**src/rtl/mem_port_arbiter_if.sv**
```systemverilog
// ----------------------------------------------------------------------------
// mem_port_arbiter_if
// One memory-access port between a requesting master and the arbiter.
//   req    : access request, held with its payload until gnt
//   we     : 1 = write, 0 = read
//   addr   : word address (ADDR_W bits)
//   wdata  : write data
//   be     : byte enables for writes
//   gnt    : request accepted this cycle (combinational)
//   rvalid : read data valid, one cycle after a granted read
//   rdata  : read data
// Modports: master (requester side), slave (arbiter side).
// ----------------------------------------------------------------------------
interface mem_port_arbiter_if #(
    parameter int ADDR_W = 14
);
    logic              req;
    logic              we;
    logic [ADDR_W-1:0] addr;
    logic [31:0]       wdata;
    logic [3:0]        be;
    logic              gnt;
    logic              rvalid;
    logic [31:0]       rdata;

    modport master (
        output req, we, addr, wdata, be,
        input  gnt, rvalid, rdata
    );

    modport slave (
        input  req, we, addr, wdata, be,
        output gnt, rvalid, rdata
    );
endinterface

```
**src/rtl/mem_port_arbiter.sv**
```systemverilog
// ----------------------------------------------------------------------------
// mem_port_arbiter
// Shares one single-port data memory between the CPU data port (m0) and the
// JTAG debug port (m1). At most one access is granted per cycle. The CPU has
// fixed priority, except that the debug port wins a tie when the core is
// halted or after it has been denied STARVE_LIM consecutive cycles.
// Read data is returned to the master that owned the granted read.
//
// Ports:
//   clk_i          : clock, all state on rising edge
//   rst_ni         : asynchronous active-low reset
//   m0, m1         : master ports (slave modport), m0 = CPU, m1 = debug
//   dbg_halt_i     : core halted by debug, m1 gets absolute priority
//   m0_stall_o     : CPU request pending but not granted this cycle
//   ram_en_o       : memory strobe
//   ram_we_o       : memory write enable
//   ram_addr_o     : memory word address
//   ram_wdata_o    : memory write data
//   ram_be_o       : memory byte enables
//   ram_rdata_i    : memory read data, valid the cycle after a read strobe
//   conflict_cnt_o : saturating count of cycles where both masters requested
// ----------------------------------------------------------------------------
module mem_port_arbiter #(
    parameter int ADDR_W     = 14,
    parameter int STARVE_LIM = 7
) (
    input  logic              clk_i,
    input  logic              rst_ni,
    mem_port_arbiter_if.slave m0,
    mem_port_arbiter_if.slave m1,
    input  logic              dbg_halt_i,
    output logic              m0_stall_o,
    output logic              ram_en_o,
    output logic              ram_we_o,
    output logic [ADDR_W-1:0] ram_addr_o,
    output logic [31:0]       ram_wdata_o,
    output logic [3:0]        ram_be_o,
    input  logic [31:0]       ram_rdata_i,
    output logic [15:0]       conflict_cnt_o
);

    localparam logic [3:0] LIM = 4'(STARVE_LIM);

    logic [3:0]  wait_q, wait_d;
    logic        rd_pending_q, rd_pending_d;
    logic        rd_owner_q, rd_owner_d;
    logic [15:0] conflict_q, conflict_d;

    logic        both_req;
    logic        m0_gnt;
    logic        m1_gnt;

    // Grant select: m1 wins when it is alone, or on a tie while the core is
    // halted or once its starvation counter has reached the limit.
    assign both_req = m0.req & m1.req;
    assign m1_gnt   = m1.req & (~m0.req | dbg_halt_i | (wait_q == LIM));
    assign m0_gnt   = m0.req & ~m1_gnt;

    assign m0.gnt     = m0_gnt;
    assign m1.gnt     = m1_gnt;
    assign m0_stall_o = m0.req & ~m0_gnt;

    // Memory request mux; address/data follow m0 when nobody is granted,
    // which is harmless because the strobe is low then.
    assign ram_en_o    = m0_gnt | m1_gnt;
    assign ram_we_o    = (m0_gnt & m0.we) | (m1_gnt & m1.we);
    assign ram_addr_o  = m1_gnt ? m1.addr  : m0.addr;
    assign ram_wdata_o = m1_gnt ? m1.wdata : m0.wdata;
    assign ram_be_o    = m1_gnt ? m1.be    : m0.be;

    // Read return: both masters see the memory bus, rvalid selects the owner.
    assign m0.rdata  = ram_rdata_i;
    assign m1.rdata  = ram_rdata_i;
    assign m0.rvalid = rd_pending_q & ~rd_owner_q;
    assign m1.rvalid = rd_pending_q &  rd_owner_q;

    assign conflict_cnt_o = conflict_q;

    always_comb begin
        wait_d       = 4'd0;
        rd_pending_d = ram_en_o & ~ram_we_o;
        rd_owner_d   = m1_gnt;
        conflict_d   = conflict_q;

        // Counts consecutive denied cycles of m1, saturating at the limit;
        // any grant or dropped request restarts the count.
        if (m1.req & ~m1_gnt) begin
            wait_d = (wait_q == LIM) ? wait_q : wait_q + 4'd1;
        end

        if (both_req && (conflict_q != 16'hFFFF)) begin
            conflict_d = conflict_q + 16'd1;
        end
    end

    always_ff @(posedge clk_i or negedge rst_ni) begin
        if (!rst_ni) begin
            wait_q       <= 4'd0;
            rd_pending_q <= 1'b0;
            rd_owner_q   <= 1'b0;
            conflict_q   <= 16'd0;
        end else begin
            wait_q       <= wait_d;
            rd_pending_q <= rd_pending_d;
            rd_owner_q   <= rd_owner_d;
            conflict_q   <= conflict_d;
        end
    end

endmodule

```
**src/flat_wrapper.sv**
```systemverilog
// flat-port wrapper written by rule: the top's interface ports become plain ports
module mem_port_arbiter_flat 
#(
    parameter int ADDR_W     = 14,
    parameter int STARVE_LIM = 7
)
  (clk_i, rst_ni, dbg_halt_i, m0_stall_o, ram_en_o, ram_we_o, ram_addr_o, ram_wdata_o, ram_be_o, ram_rdata_i, conflict_cnt_o, m0_req, m0_we, m0_addr, m0_wdata, m0_be, m0_gnt, m0_rvalid, m0_rdata, m1_req, m1_we, m1_addr, m1_wdata, m1_be, m1_gnt, m1_rvalid, m1_rdata);
  mem_port_arbiter_if #(.ADDR_W(ADDR_W)) m0_i ();
  mem_port_arbiter_if #(.ADDR_W(ADDR_W)) m1_i ();
  input  logic clk_i;
  input  logic rst_ni;
  input  logic dbg_halt_i;
  output logic m0_stall_o;
  output logic ram_en_o;
  output logic ram_we_o;
  output logic [ADDR_W-1:0] ram_addr_o;
  output logic [31:0] ram_wdata_o;
  output logic [3:0] ram_be_o;
  input  logic [31:0] ram_rdata_i;
  output logic [15:0] conflict_cnt_o;
  input wire logic [$bits(m0_i.req)-1:0] m0_req;
  input wire logic [$bits(m0_i.we)-1:0] m0_we;
  input wire logic [$bits(m0_i.addr)-1:0] m0_addr;
  input wire logic [$bits(m0_i.wdata)-1:0] m0_wdata;
  input wire logic [$bits(m0_i.be)-1:0] m0_be;
  output wire logic [$bits(m0_i.gnt)-1:0] m0_gnt;
  output wire logic [$bits(m0_i.rvalid)-1:0] m0_rvalid;
  output wire logic [$bits(m0_i.rdata)-1:0] m0_rdata;
  input wire logic [$bits(m1_i.req)-1:0] m1_req;
  input wire logic [$bits(m1_i.we)-1:0] m1_we;
  input wire logic [$bits(m1_i.addr)-1:0] m1_addr;
  input wire logic [$bits(m1_i.wdata)-1:0] m1_wdata;
  input wire logic [$bits(m1_i.be)-1:0] m1_be;
  output wire logic [$bits(m1_i.gnt)-1:0] m1_gnt;
  output wire logic [$bits(m1_i.rvalid)-1:0] m1_rvalid;
  output wire logic [$bits(m1_i.rdata)-1:0] m1_rdata;
  assign m0_i.req = m0_req;
  assign m0_i.we = m0_we;
  assign m0_i.addr = m0_addr;
  assign m0_i.wdata = m0_wdata;
  assign m0_i.be = m0_be;
  assign m0_gnt = m0_i.gnt;
  assign m0_rvalid = m0_i.rvalid;
  assign m0_rdata = m0_i.rdata;
  assign m1_i.req = m1_req;
  assign m1_i.we = m1_we;
  assign m1_i.addr = m1_addr;
  assign m1_i.wdata = m1_wdata;
  assign m1_i.be = m1_be;
  assign m1_gnt = m1_i.gnt;
  assign m1_rvalid = m1_i.rvalid;
  assign m1_rdata = m1_i.rdata;
  mem_port_arbiter #(.ADDR_W(ADDR_W), .STARVE_LIM(STARVE_LIM)) u_core (.clk_i(clk_i), .rst_ni(rst_ni), .m0(m0_i), .m1(m1_i), .dbg_halt_i(dbg_halt_i), .m0_stall_o(m0_stall_o), .ram_en_o(ram_en_o), .ram_we_o(ram_we_o), .ram_addr_o(ram_addr_o), .ram_wdata_o(ram_wdata_o), .ram_be_o(ram_be_o), .ram_rdata_i(ram_rdata_i), .conflict_cnt_o(conflict_cnt_o));
endmodule
```
**config.mk**
```make
export PLATFORM = sky130hd
export DESIGN_NAME = mem_port_arbiter_flat
export DESIGN_NICKNAME = d
export VERILOG_FILES = /design/src/rtl/mem_port_arbiter_if.sv /design/src/rtl/mem_port_arbiter.sv /design/src/flat_wrapper.sv
export SDC_FILE = /design/constraint.sdc
export NUM_CORES = 1
export LEC_CHECK = 0
export ABC_AREA = 1
export BUFFER_PORTS_ARGS = -buffer_cell sky130_fd_sc_hd__buf_2
export CAP_MARGIN = 25
export CORE_AREA = 3 3 106 108
export CTS_BUF_LIST = sky130_fd_sc_hd__clkbuf_8
export DETAILED_ROUTE_END_ITERATION = 10
export DIE_AREA = 0 0 109 111
export MAX_ROUTING_LAYER = met4
export SYNTH_ARGS = -nofsm -noshare
export SYNTH_HDL_FRONTEND = slang
export SYNTH_SLANG_ARGS = --single-unit
```
**constraint.sdc**
```tcl
create_clock -name clk_i -period 1.7 [get_ports clk_i]
set_input_delay 0.17 -clock clk_i [delete_from_list [all_inputs] [get_ports clk_i]]
set_output_delay 0.17 -clock clk_i [all_outputs]
set_load 0.05 [all_outputs]
```
After elaboration in Yosys (flattened, before gate mapping)
Index checks and enable logic that the tools add are counted.
- divide/modulo/power cells: 0
- equality and inequality tests: 3
- shift operators: 0
- bitwise operators: 19
- multiplexer cells: 5
- $add $sub $neg: 2
- multiply operators: 0
- magnitude comparators: 0
- reduce and logical (&&, ||, !) cells: 1
- operators with widths (operator ; number):
    32-bit two-way mux ; 1
    16-bit by 1-bit adder with 16-bit output, second input constant ; 1
    16-bit inequality test, second input constant ; 1
    14-bit two-way mux ; 1
    4-bit two-way mux ; 3
    1-bit bitwise AND ; 10
    1-bit inverter ; 5
    4-bit by 1-bit adder with 4-bit output, second input constant ; 1
    4-bit by 3-bit equality test with 1-bit output, second input constant ; 1
    1-bit bitwise OR ; 4
    2-bit inequality test, second input constant ; 1
    1-bit logical AND ; 1
- memories: 0
- register bits: 22
- input port bits: 139
- output and inout bits: 137
- logic and storage cells: 34
- bits in writable memories: 0
- bits in latches: 0
- memory bits (read-only): 0

Depth between registers and ports, before layout
Gate-level depths: netlist of the first run.
- depth in word-level cells: 10
- mapped depth: 10
- gate-level depth less buffers: 9

Worst setup path before layout of the first run
Ideal clock, no wire load.
- kind: register -> output
- start: reg u_core.wait_q[0]
- end: out m0_gnt
- path buffers: 1
- setup slack: -0.294 ns
- arrival: 1.824 ns
- data required time: 1.530 ns
- cell stages (with the launch flop): 8
- cell sequence: dfrtp_1 ha_1 nand2_1 o21ai_1 nand2_1 inv_2 buf_4 nor2_1
- longest elaborated chain between the ends: 5
- ends and longest elaborated chain (what ; RTL line ; RTL):
    from (decl) ; mem_port_arbiter.sv:44 ; logic [3:0] wait_q, wait_d;
    from (signal assigned) ; mem_port_arbiter.sv:103 ; wait_q <= wait_d;
    4-bit by 3-bit equality test with 1-bit output ; mem_port_arbiter.sv:56 ; assign m1_gnt = m1.req & (~m0.req | dbg_halt_i | (wait_q == LIM));
    1-bit bitwise OR ; mem_port_arbiter.sv:56 ;
    1-bit bitwise AND ; mem_port_arbiter.sv:56 ;
    named net m1_gnt ; flat_wrapper.sv:34 ; output wire logic [$bits(m1_i.gnt)-1:0] m1_gnt;
    1-bit inverter ; mem_port_arbiter.sv:57 ; assign m0_gnt = m0.req & ~m1_gnt;
    1-bit bitwise AND ; mem_port_arbiter.sv:57 ;
    to (decl) ; flat_wrapper.sv:26 ; output wire logic [$bits(m0_i.gnt)-1:0] m0_gnt;
The timed path passes the listed nets, and every way through them passes these cells.

Final worst setup path of the first run
- start: reg u_core.wait_q[0]
- end: out ram_wdata_o[11]
- longest elaborated chain between the ends: 4
- ends and longest elaborated chain (what ; RTL line ; RTL):
    4-bit by 3-bit equality test with 1-bit output ; mem_port_arbiter.sv:56 ;
    1-bit bitwise OR ; mem_port_arbiter.sv:56 ;
    1-bit bitwise AND ; mem_port_arbiter.sv:56 ;
    32-bit two-way mux ; mem_port_arbiter.sv:68 ; assign ram_wdata_o = m1_gnt ? m1.wdata : m0.wdata;
    to (decl) ; flat_wrapper.sv:17 ; output logic [31:0] ram_wdata_o;
No other way between the ends.

==> impl_summary.md, run 1 <==
Worst setup path
The highest-delay cell along the critical path is dfrtp_1. Walking the worst path, the cells encountered are ha_2 -> nand2_2 -> o21ai_4 -> nand2_4 -> inv_8 -> buf_12 -> nand2_1 -> nand2_1 -> buf_6. The data arrival time of the critical path is 1.78 ns. The sort of element at the end of the critical path is an output port. Counting stages on the worst path, the most repeated cell is nand2_1. The required time of the critical path is 1.53 ns. The worst register-to-register path has a depth of 10. The worst setup path category is reg -> out. The terminus of the critical flop-to-flop path is u_core.rd_pending_q.

The setup slack of the worst register-to-register path is 0.12 ns. The worst register-to-register path begins at u_core.wait_q[0]. In this design, the stage delay of the slowest critical-path cell is 0.37 ns.

The highest fanout seen on the critical path is 17. The worst setup path is launched from a flip-flop.

Power
The peak ir drop on the vdd network is 0.0003120 V. In this run the power density over the cells is 682.6 nW/µm². The completed layout was analyzed and its total power is 2601 µW.

Summed over all cells, the static leakage comes to 0.002101 µW.

Yosys
After synthesis, the largest family of logic cells by area is simple AND/OR/NAND/NOR gates. The net count after synthesis is 546. The arithmetic-cell share of the synthesized area counting full adders, half adders and majority gates is 0.01048. The post-synthesis instance total is 405. Of the total synthesized cell area, the portion taken by XOR and XNOR cells is 0.02933.

Of the post-synthesis cell area, the dominant cell type holds 0.3520. Of the total synthesized cell area, the portion taken by AND, OR, NAND and NOR gates is 0.4474. For this run, the register share of the synthesized area comes to 0.2305. The fraction of synthesized area in multiplexers is 0.

Averaged over all synthesized cells, the footprint is 5.898 µm². The share of the synthesized area in compound gates (AO/OA/AOI/OAI) is 0.01467. By area the synthesized netlist is led by nand2_1 35%, dfrtp_1 23%, buf_4 22%. The number of distinct library cells after synthesis is 22. The synthesized design contains 22 register bits. The cell area after technology mapping is 2389 µm². During synthesis, Yosys emitted a total of 0 warnings.

The cell type with the highest aggregate area in the netlist is nand2_1.

CTS
The number of sinks handled by clock tree synthesis is 22. Clock-pin slew was measured on the worst setup and hold paths at 0.08 ns. The CTS root buffer is clkbuf_8. The H-tree depth is 1.

TritonCTS built the clock tree. For the worst-skew pair, the clock arrives at the later sink with an insertion delay of 0.27 ns. In this run, CTS created clock tree buffers numbering 3.

The clock passes through at most 2 buffers.

Floorplan
Measured along the y axis, the die boundary spans 111 µm. The row count is 37. During I/O placement, the number of pins put on the boundary was 276.

The floorplan step set the die width to 109 µm. The overall die area is 12100 µm². For this configuration, the core starts out at a cell density of 0.2314.

The core region is 10320 µm².

Routing
In this run the remaining antenna-violating nets after routing total 0. The aggregate routed wire length is 10.33 mm. The number of search-and-repair iterations in the first detailed-routing pass is 4. The number of design rule violations left after detail routing is 0.

The routed wirelength normalized by instance count is 15.54 µm. The via count of the routed design is 2790. In the routed layout, each cell is associated on average with a via count of 4.195. For this block, the initial DRC count from the detailed router was 115.

Global route
For this run the aggregate overflow at the end of global routing stands at 0. The initial antenna violation count is 3. The first global-routing pass estimated 15.31 mm of wire. Entering global routing, the biggest net connects 32 pins. The number of global-route vias before repair came to 2793. For this run, the total global-route usage over all layers was measured as 0.1680.

STA
Setup repair after global routing could not meet its margin everywhere. Static timing analysis puts the maximum clock frequency at 513.2 MHz. The final setup violation count is 53. Hold is met by 0.2662 ns. The minimum clock period is 1.949 ns. The worst max-slew margin expressed relative to the limit is 0.6621. Clock skew on the completed layout was measured at 0.005255 ns. For the pin with the worst max-slew slack, the measured transition is 0.5069 ns. The count of final hold-check violations is 0.

The final critical-path setup slack is -0.2487 ns. In the finished design, the share of the clock period the worst path needs comes to 1.146. The number of max-slew violations in the final report came to 0.

Hold path
In this run the most critical hold path is launched from m1_req. In this run the worst hold path is classified as in -> reg. The path with the worst hold slack has its endpoint at u_core.wait_q[0]. The hold-critical path depth is 3.

Layout
For this run, the share of the core covered by cells in the final layout is 0.3690. The layout-stage area growth over the synthesis result is 59.51%. The finished layout holds 665 standard cells, fillers aside.

The net count of the finished layout is 668. Of the cells placed in the final design, the portion with a size suffix greater than 1 is 0.4734.

Placed design
The wire-length estimate of the detail-placed layout is 8.790 mm. In this run the tool buffered the top-level ports with 179 buffer cells. The instance count after placement with tap cells included is 653. The final weighted congestion in routability-driven placement is 0.8798.

Status
The run finished, with violations left. The final reports fail on setup timing.

Run
The count of maximum capacitance violations is 0.
[flip-flops by register name, indices dropped and copies added (netlist names)]
register / count
u_core.conflict_cnt_o: 16
u_core.rd_owner_q: 1
u_core.rd_pending_q: 1
u_core.wait_q: 4
[per-stage QoR]
stage	worst slack, ns	area (µm²)	TNS (ns)
6_report	-0.2487	3810	-10.87
5_1_grt	-0.3097	3810	-14.54
4_1_cts	-0.2286	3747	-9.320
3_5_place_dp	-0.1377	3259	-1.926
3_3_place_gp	-0.1012	3259	-0.6513
2_1_floorplan	-0.06295	2414	-0.06295
[what timing repair did]
action | in CTS | in global routing
endpoints found under the hold margin | 22 | 0
setup endpoints to repair | 54 | 55
gates cloned | 1 | 1
setup buffers | 0 | 2
gates resized for setup | 128 | 5
hold buffers | 1 | 0
pin swaps | 1 | 0
[routing by layer]
layer,vias to the layer above,wire [µm],track usage
met5,-,0,-
met4,0,142,0.03367
met3,19,1131,0.06057
met2,167,4909,0.2695
met1,1199,4150,0.2023
li1,1405,-,-
[how the worst max path moves through the flow]
stage / start / end / slack (ns) / depth (start not counted)
finish: u_core.wait_q[0] / ram_wdata_o[11] / -0.25 / 9
global route: u_core.wait_q[1] / ram_addr_o[1] / -0.31 / 9
CTS: u_core.wait_q[0] / ram_wdata_o[11] / -0.23 / 9
detailed placement: u_core.wait_q[0] / ram_wdata_o[12] / -0.14 / 8
global placement: u_core.wait_q[0] / ram_wdata_o[12] / -0.10 / 8
floorplan: u_core.wait_q[0] / m0_gnt / -0.06 / 7
[final cells by class]
| cell class | instances | area (µm²) |
|---|---|---|
| antenna | 3 | 7.507 |
| timing repair buffer | 193 | 1623 |
| clock buffer | 4 | 55.05 |
| multi-input combinational | 288 | 1323 |
| sequential | 22 | 553.0 |
| tap | 136 | 170.2 |
| fill | 1120 | 6514 |
| inverter | 19 | 78.83 |
[report_power, final]
part / switching (µW) / leakage [µW] / internal, µW / total, µW
registers: 77.6 / 0.000290 / 572 / 650
logic: 978 / 0.00178 / 589 / 1570
clock network: 177 / 0.0000288 / 207 / 384
total: 1230 / 0.00210 / 1370 / 2600
[synth_stat cells]
cell type	n
o21ai_1	1
nor3b_1	1
xor2_1	1
a21oi_1	2
nor3_1	1
nand3_1	8
nand4_1	6
nor2_2	1
o21ai_0	4
inv_2	2
buf_2	6
buf_4	69
buf_12	1
xnor2_1	7
inv_1	17
ha_1	2
nor2_1	26
nand2_2	2
nand2_4	1
nand3_2	1
nand2_1	224
dfrtp_1	22
[layout by cell type (no fill, tap or decap), types with 2 or more instances in the layout]
cell and count:
nand2_1 186, buf_2 125, nand2_2 39, buf_6 27, nor2_1 23, buf_12 21
dfrtp_1 20, inv_1 17, buf_8 11, nand3_1 8, xnor2_1 7, nand4_1 6
buf_4 6, nor2_2 4, o21ai_0 4, clkbuf_8 4, diode_2 3, nand2_4 2
a21oi_1 2, ha_2 2, dfrtp_2 2
[cell families (layout without fill, tap and decap cells)]
logic type,count (synthesis),in the layout
other cells,0,3
flops,22,22
fa+ha+maj,2,2
xor+xnor,8,8
buf+inv,95,216
simple gates,271,271
compound gates,7,7
[critical path: cells and delay by family (launching register included)]
kind | cells | cell delay, ns
compound gates | 1 | 0.17
simple gates | 4 | 0.34
buf+inv | 3 | 0.43
fa+ha+maj | 1 | 0.19
flops | 1 | 0.37
No activity file was read; power rests on OpenSTA's default activity.
==> run 2: changes to the inputs <==
- SKIP_LAST_GASP: not set -> 1
==> impl_summary.md, run 2 (synthesized netlist as in run 1, its figures left out) <==
Status
Status: finished, violations left (unchanged). Violations in the final reports: setup timing (unchanged).

Run
The count of maximum capacitance violations was 0 (unchanged).

STA
RSZ-0062 raised after global routing: yes (unchanged). The post-route clock period utilization was 1.159 (was 1.146). The worst max-slew margin expressed relative to the limit came to 0.6617 (was 0.6621).

The minimum clock period is 1.971 ns (was 1.949 ns). The achievable clock frequency is 507.5 MHz (was 513.2 MHz). The final clock skew is 0.005013 ns (was 0.005255 ns). The number of max-slew violations in the final report is 0 (unchanged).

The final setup violation count is 54 (was 53). The final critical-path setup slack came to -0.2706 ns (was -0.2487 ns). The measured slew at the worst slew-check pin was 0.5075 ns (was 0.5069 ns). The worst hold slack across all endpoints is 0.2674 ns (was 0.2662 ns). The count of final hold-check violations is 0 (unchanged).

Routing
The remaining antenna violation count after routing was 0 (unchanged). The routed via count divided by cell count came to 4.266 (was 4.195). The aggregate routed wire length is 10.75 mm (was 10.33 mm).

The number of search-and-repair iterations in the first detailed-routing pass was 6 (was 4). The number of design-rule violations left by the first detailed-router iteration is 108 (was 115). The via count of the routed design was 2854 (was 2790).

The routed wirelength normalized by instance count is 16.06 µm (was 15.54 µm). The number of design rule violations left after detail routing is 0 (unchanged).

Floorplan
The overall die height is 111 µm (unchanged). The row count is 37 (unchanged). The overall die area came to 12100 µm² (unchanged). The number of top-level pins is 276 (unchanged). The initial core utilization is 0.2314 (unchanged).

The horizontal extent of the die was 109 µm (unchanged). The area of the core is 10320 µm² (unchanged).

Power
The internal power was 1405 µW (was 1368 µW). The switching power total is 1267 µW (was 1233 µW). The total power divided by cell area came to 667.5 nW/µm² (was 682.6 nW/µm²). The overall power of the completed layout is 2672 µW (was 2601 µW).

The peak ir drop on the vdd network is 0.0003120 V (about the same). The static leakage is 0.002193 µW (was 0.002101 µW). The switching part of the total is 0.4742 (was 0.4741). The clock group share of total power is 0.144 (was 0.148). The share of power burned in combinational logic is 0.613 (was 0.603). The relative contribution of sequential cells to total power was 0.243 (was 0.250).

Layout
The most common cell after layout, fill and taps aside is nand2_1 (unchanged). The layout-stage area growth over the synthesis result came to 67.57% (was 59.51%). The number of fill cells is 1106 (was 1120). The share of final-layout standard cells stronger than drive strength 1 is 0.5113 (was 0.4734).

The flip-flop count of the largest register after layout was 16 (unchanged). Commonest cells after routing, fill and taps aside: 168 x nand2_1, 125 x buf_2, 46 x nand2_2 (was 186 x nand2_1, 125 x buf_2, 39 x nand2_2). The layout net count came to 672 (was 668).

Global route
The first-pass GRT wire length is 15.01 mm (was 15.31 mm). The total grt overflow is 0 (unchanged). The initial antenna violation count came to 3 (unchanged). The pin count of the biggest net entering global routing came to 32 (unchanged). The combined global-route utilization of all metal layers is 0.1652 (was 0.1680). The number of global-route vias before repair came to 2732 (was 2793).

CTS
The CTS root buffer is clkbuf_8 (unchanged). The clock tree from TritonCTS is done (unchanged). The post-CTS clock slew at the launch and capture registers of the worst setup and hold paths is 0.08 ns (about the same). The H-tree depth is 1 (unchanged). The number of buffers on the longest clock path is 2 (unchanged). The source-to-sink clock delay at the later pin of the worst-skew pair is 0.27 ns (about the same). The number of sinks handled by clock tree synthesis is 22 (unchanged). The CTS buffer count was 3 (unchanged).

Worst setup path
The sort of element at the end of the critical path was an output port (unchanged). The worst setup path category was reg -> out (unchanged). The required time of the critical path is 1.53 ns (about the same). The family of cells with the greatest summed delay on the critical path is buffers and inverters (unchanged). The highest-delay cell along the critical path is dfrtp_1 (unchanged). The element type at the critical path start is a flip-flop (unchanged). The data arrival time of the critical path came to 1.80 ns (was 1.78 ns). The highest fanout seen on the critical path is 7 (was 17). The delay of the slowest cell on the worst path was 0.37 ns (about the same).

Crit-path cells: ha_2 -> nand2_2 -> o21ai_4 -> nand2_4 -> clkinv_8 -> buf_12 -> nand2_1 -> nand2_2 -> buf_12 (was ha_2 -> nand2_2 -> o21ai_4 -> nand2_4 -> inv_8 -> buf_12 -> nand2_1 -> nand2_1 -> buf_6). The combined buffer and inverter count along the critical path came to 3 (unchanged).

Placed design
The number of port buffers was 179 (unchanged). The post-detailed-placement half-perimeter wirelength is 8.790 mm (unchanged). The final weighted congestion in routability-driven placement is 0.8798 (unchanged).

Hold path
The type of the worst min-delay path is in -> reg (unchanged).
[run 2: changes by cell type in the layout (fill, tap and decap cells not counted), moves of 2 or more]
cell       before  now
buf_6          27   21
clkbuf_16       1    3
nand2_2        39   46
nand2_4         2   13
buf_4           6    8
nand2_1       186  168
buf_8          11   17
[run 2: layer usage]
metal	track usage	vias to the layer above	wire [µm]
met5	-	-	0
met4	0.02862	0	106
met3	0.05999	17	1176
met2	0.2666	179	5219
met1	0.1991	1247	4244
li1	-	1411	-
[run 2: what timing repair did]
| item | CTS | global route |
|---|---|---|
| gates cloned | 1 | 3 |
| setup endpoints to repair | 54 | 55 |
| buffers inserted | 0 | 4 |
| gates resized for setup | 88 | 81 |
| hold endpoints to repair | 22 | 0 |
| pin swaps | 1 | 19 |
| hold buffers | 1 | 0 |
[run 2: area by class of cell]
| class | count | area (µm²) | area share |
|---|---|---|---|
| Inverter | 19 | 83.83 | 0.02094 |
| Clock buffer | 4 | 55.05 | 0.01375 |
| Timing Repair Buffer | 197 | 1710 | 0.4273 |
| Antenna cell | 3 | 7.507 | 0.001876 |
| Sequential cell | 22 | 553.0 | 0.1382 |
| Tap cell | 136 | 170.2 | 0.04251 |
| Multi-Input combinational cell | 288 | 1423 | 0.3554 |
[run 2: worst paths after layout]
path / cells past startpoint / startpoint / slack, ns / to
hold / removal: 3 / m1_req / 0.27 / u_core.wait_q[0]
hold reg to reg: 2 / u_core.conflict_cnt_o[1] / 0.54 / u_core.conflict_cnt_o[1]
min in group asynchronous: 2 / rst_ni / 0.39 / u_core.conflict_cnt_o[11]
setup / recovery: 9 / u_core.wait_q[0] / -0.27 / ram_addr_o[2]
max in group asynchronous: 2 / rst_ni / 0.94 / u_core.conflict_cnt_o[1]
setup reg to reg: 11 / u_core.wait_q[0] / -0.03 / u_core.rd_pending_q
[run 2: metrics by stage]
step / area, µm² / setup TNS [ns] / cells / setup WS [ns] / utilization
after floorplan: 2414 / -0.06295 / 405 / -0.06295 / -
after global placement: 3259 / -0.6513 / 653 / -0.1012 / 0.3157
after detailed placement: 3259 / -1.926 / 653 / -0.1377 / 0.3157
after CTS: 3608 / -11.10 / 659 / -0.2615 / 0.3495
after global routing: 4003 / -16.05 / 669 / -0.3263 / 0.3877
final: 4003 / -12.50 / 669 / -0.2706 / 0.3877
[run 2: worst min-delay path: stages]
cell and delay, ns:
buf_2 0.14, nand2_1 0.13, nor2_1 0.05
[run 2: power groups by stage]
| stage | Sequential (µW) | Clock, µW | Combinational, µW |
|---|---|---|---|
| after CTS | 651 | 392 | 1510 |
| final | 650 | 384 | 1640 |
| after floorplan | 794 | 0 | 1110 |
| after global placement | 660 | 0 | 1370 |
| after detailed placement | 661 | 0 | 1370 |
| after global routing | 663 | 412 | 1730 |
==> run 3: changes to the inputs <==
- CORE_AREA: 3 3 106 108 -> 3 3 105 107
- CTS_BUF_LIST: sky130_fd_sc_hd__clkbuf_8 -> sky130_fd_sc_hd__clkbuf_4 sky130_fd_sc_hd__clkbuf_8 sky130_fd_sc_hd__clkbuf_16
- DIE_AREA: 0 0 109 111 -> 0 0 108 110
==> impl_summary.md, run 3 (synthesized netlist as in run 1, its figures left out) <==
Routing
The routed wirelength normalized by instance count is 15.36 µm (was 16.06 µm). The via count of the routed design came to 2900 (was 2854). The number of design rule violations left after detail routing is 0 (unchanged). The remaining antenna violation count after routing was 0 (unchanged). The number of search-and-repair iterations in the first detailed-routing pass is 4 (was 6). The routed via count divided by cell count is 4.348 (was 4.266). The aggregate routed wire length was 10.24 mm (was 10.75 mm). The number of design-rule violations left by the first detailed-router iteration is 138 (was 108).

CTS
The number of sinks handled by clock tree synthesis was 22 (unchanged). The number of buffers on the longest clock path is 2 (unchanged). The post-CTS clock slew at the launch and capture registers of the worst setup and hold paths is 0.09 ns (was 0.08 ns). The CTS buffer count is 3 (unchanged).

The clock tree from TritonCTS is done (unchanged). The H-tree depth was 1 (unchanged). The CTS root buffer is clkbuf_8 (unchanged). The source-to-sink clock delay at the later pin of the worst-skew pair is 0.27 ns (about the same).

Power
The peak ir drop on the vdd network is 0.0003223 V (was 0.0003120 V). The total power divided by cell area is 704.1 nW/µm² (was 667.5 nW/µm²). The static leakage is 0.002146 µW (was 0.002193 µW).

The overall power of the completed layout is 2725 µW (was 2672 µW).

Worst setup path
The sort of element at the end of the critical path was an output port (unchanged). The data arrival time of the critical path is 1.81 ns (was 1.80 ns). The worst reg-to-reg path cell count came to 9 (was 11). The launch point of the worst reg-to-reg path is u_core.conflict_cnt_o[0] (was u_core.wait_q[0]). The element type at the critical path start is a flip-flop (unchanged). The worst setup path category is reg -> out (unchanged). The setup slack of the worst register-to-register path was 0.15 ns (was -0.03 ns).

The terminus of the critical flop-to-flop path is u_core.conflict_cnt_o[1] (was u_core.rd_pending_q). The highest fanout seen on the critical path is 11 (was 7). The required time of the critical path is 1.53 ns (about the same).

Floorplan
The overall die height was 110 µm (was 111 µm). The horizontal extent of the die is 108 µm (was 109 µm). The row count is 37 (unchanged). The area of the core is 10230 µm² (was 10320 µm²).

The initial core utilization was 0.2335 (was 0.2314). The number of top-level pins came to 276 (unchanged). The overall die area is 11880 µm² (was 12100 µm²).

Run
The count of maximum capacitance violations came to 0 (unchanged).

Layout
The layout-stage area growth over the synthesis result is 62.02% (was 67.57%). The most common cell after layout, fill and taps aside is nand2_1 (unchanged). The flip-flop count of the largest register after layout is 16 (unchanged). The layout net count is 671 (was 672). Commonest cells after routing, fill and taps aside: 177 x nand2_1, 125 x buf_2, 41 x nand2_2 (was 168 x nand2_1, 125 x buf_2, 46 x nand2_2). The final design utilization is 0.3783 (was 0.3877). The number of non-filler instances in the completed layout is 667 (was 669). The number of fill cells came to 1076 (was 1106). The share of final-layout standard cells stronger than drive strength 1 is 0.4934 (was 0.5113).

STA
The final critical-path setup slack came to -0.2801 ns (was -0.2706 ns). The final clock skew is 0.003649 ns (was 0.005013 ns). The count of final hold-check violations came to 0 (unchanged).

The final-layout setup total negative slack is -12.67 ns (was -12.50 ns). The achievable clock frequency came to 505.0 MHz (was 507.5 MHz). The post-route clock period utilization is 1.165 (was 1.159). The measured slew at the worst slew-check pin is 0.4945 ns (was 0.5075 ns).

RSZ-0062 raised after global routing: yes (unchanged). The final setup violation count was 54 (unchanged). The minimum clock period is 1.980 ns (was 1.971 ns). The number of max-slew violations in the final report is 0 (unchanged).

The worst max-slew margin expressed relative to the limit was 0.6703 (was 0.6617).

Global route
The pin count of the biggest net entering global routing came to 26 (was 32). The initial antenna violation count is 2 (was 3). The first-pass GRT wire length came to 14.34 mm (was 15.01 mm). The total grt overflow was 0 (unchanged). The number of global-route vias before repair was 2843 (was 2732).

The combined global-route utilization of all metal layers is 0.1575 (was 0.1652).

Placed design
The number of port buffers is 179 (unchanged). The instance count after placement with tap cells included is 650 (was 653). The final weighted congestion in routability-driven placement came to 0.8685 (was 0.8798). The post-detailed-placement half-perimeter wirelength was 7.642 mm (was 8.790 mm).

Status
Status: finished, violations left (unchanged). Violations in the final reports: setup timing (unchanged).

Hold path
The worst min-delay path endpoint is u_core.rd_pending_q (was u_core.wait_q[0]). The type of the worst min-delay path is in -> reg (unchanged). The startpoint of the tightest hold check path is m1_we (was m1_req). The hold-critical path depth is 4 (was 3).
## run 3: area by class of cell
cell class | count | area, µm² | share of cell area
antenna | 2 | 5.005 | 0.001293
sequential | 22 | 553.0 | 0.1429
clock buffer | 3 | 41.29 | 0.01067
timing repair buffer | 196 | 1602 | 0.4138
inverter | 19 | 83.83 | 0.02166
multi-input combinational | 288 | 1385 | 0.3579
tap | 136 | 170.2 | 0.04397
clock inverter | 1 | 30.03 | 0.007759
## run 3: worst max-delay path, stage by stage (launching register included)
cell and delay, ns:
dfrtp_1 0.37, ha_2 0.19, nand2_2 0.08, o21ai_4 0.20, nand2_4 0.13, clkinv_8 0.11
buf_12 0.14, nand2_1 0.07, nand2_2 0.11, buf_12 0.14
## run 3: stage by stage
| step | hold WS, ns | worst slack, ns | area, µm² |
|---|---|---|---|
| floorplan | -0.1256 | -0.06295 | 2414 |
| global placement | 0.1610 | -0.005504 | 3089 |
| detailed placement | 0.1723 | -0.05804 | 3089 |
| CTS | 0.1909 | -0.2826 | 3715 |
| global route | 0.2101 | -0.3699 | 3870 |
| finish | 0.1923 | -0.2801 | 3870 |
## run 3: layer usage
metal	track usage	share of wire
met1	0.1980	0.40
met2	0.2571	0.50
met3	0.03611	0.081
met4	0.04058	0.017
met5	-	0
## run 3: timing repair
| action | in CTS | in global routing |
|---|---|---|
| resized for setup | 115 | 64 |
| endpoints found under the hold margin | 22 | 0 |
| endpoints found under the setup margin | 54 | 55 |
| cloned | 4 | 2 |
| pin swaps | 1 | 11 |
| buffers inserted | 6 | 2 |
| hold buffers | 1 | 0 |
## run 3: worst max path at each step
stage / start / to / depth (start not counted)
finish: u_core.wait_q[1] / ram_wdata_o[28] / 9
global route: u_core.wait_q[1] / ram_wdata_o[28] / 9
CTS: u_core.wait_q[0] / ram_be_o[1] / 10
detailed placement: u_core.wait_q[0] / ram_addr_o[2] / 9
global placement: u_core.wait_q[0] / ram_wdata_o[20] / 9
floorplan: u_core.wait_q[0] / m0_gnt / 7
## run 3: power by group
group	total [µW]	switching [µW]	internal [µW]
registers	655	82.7	572
logic	1570	991	574
clock network	504	189	315
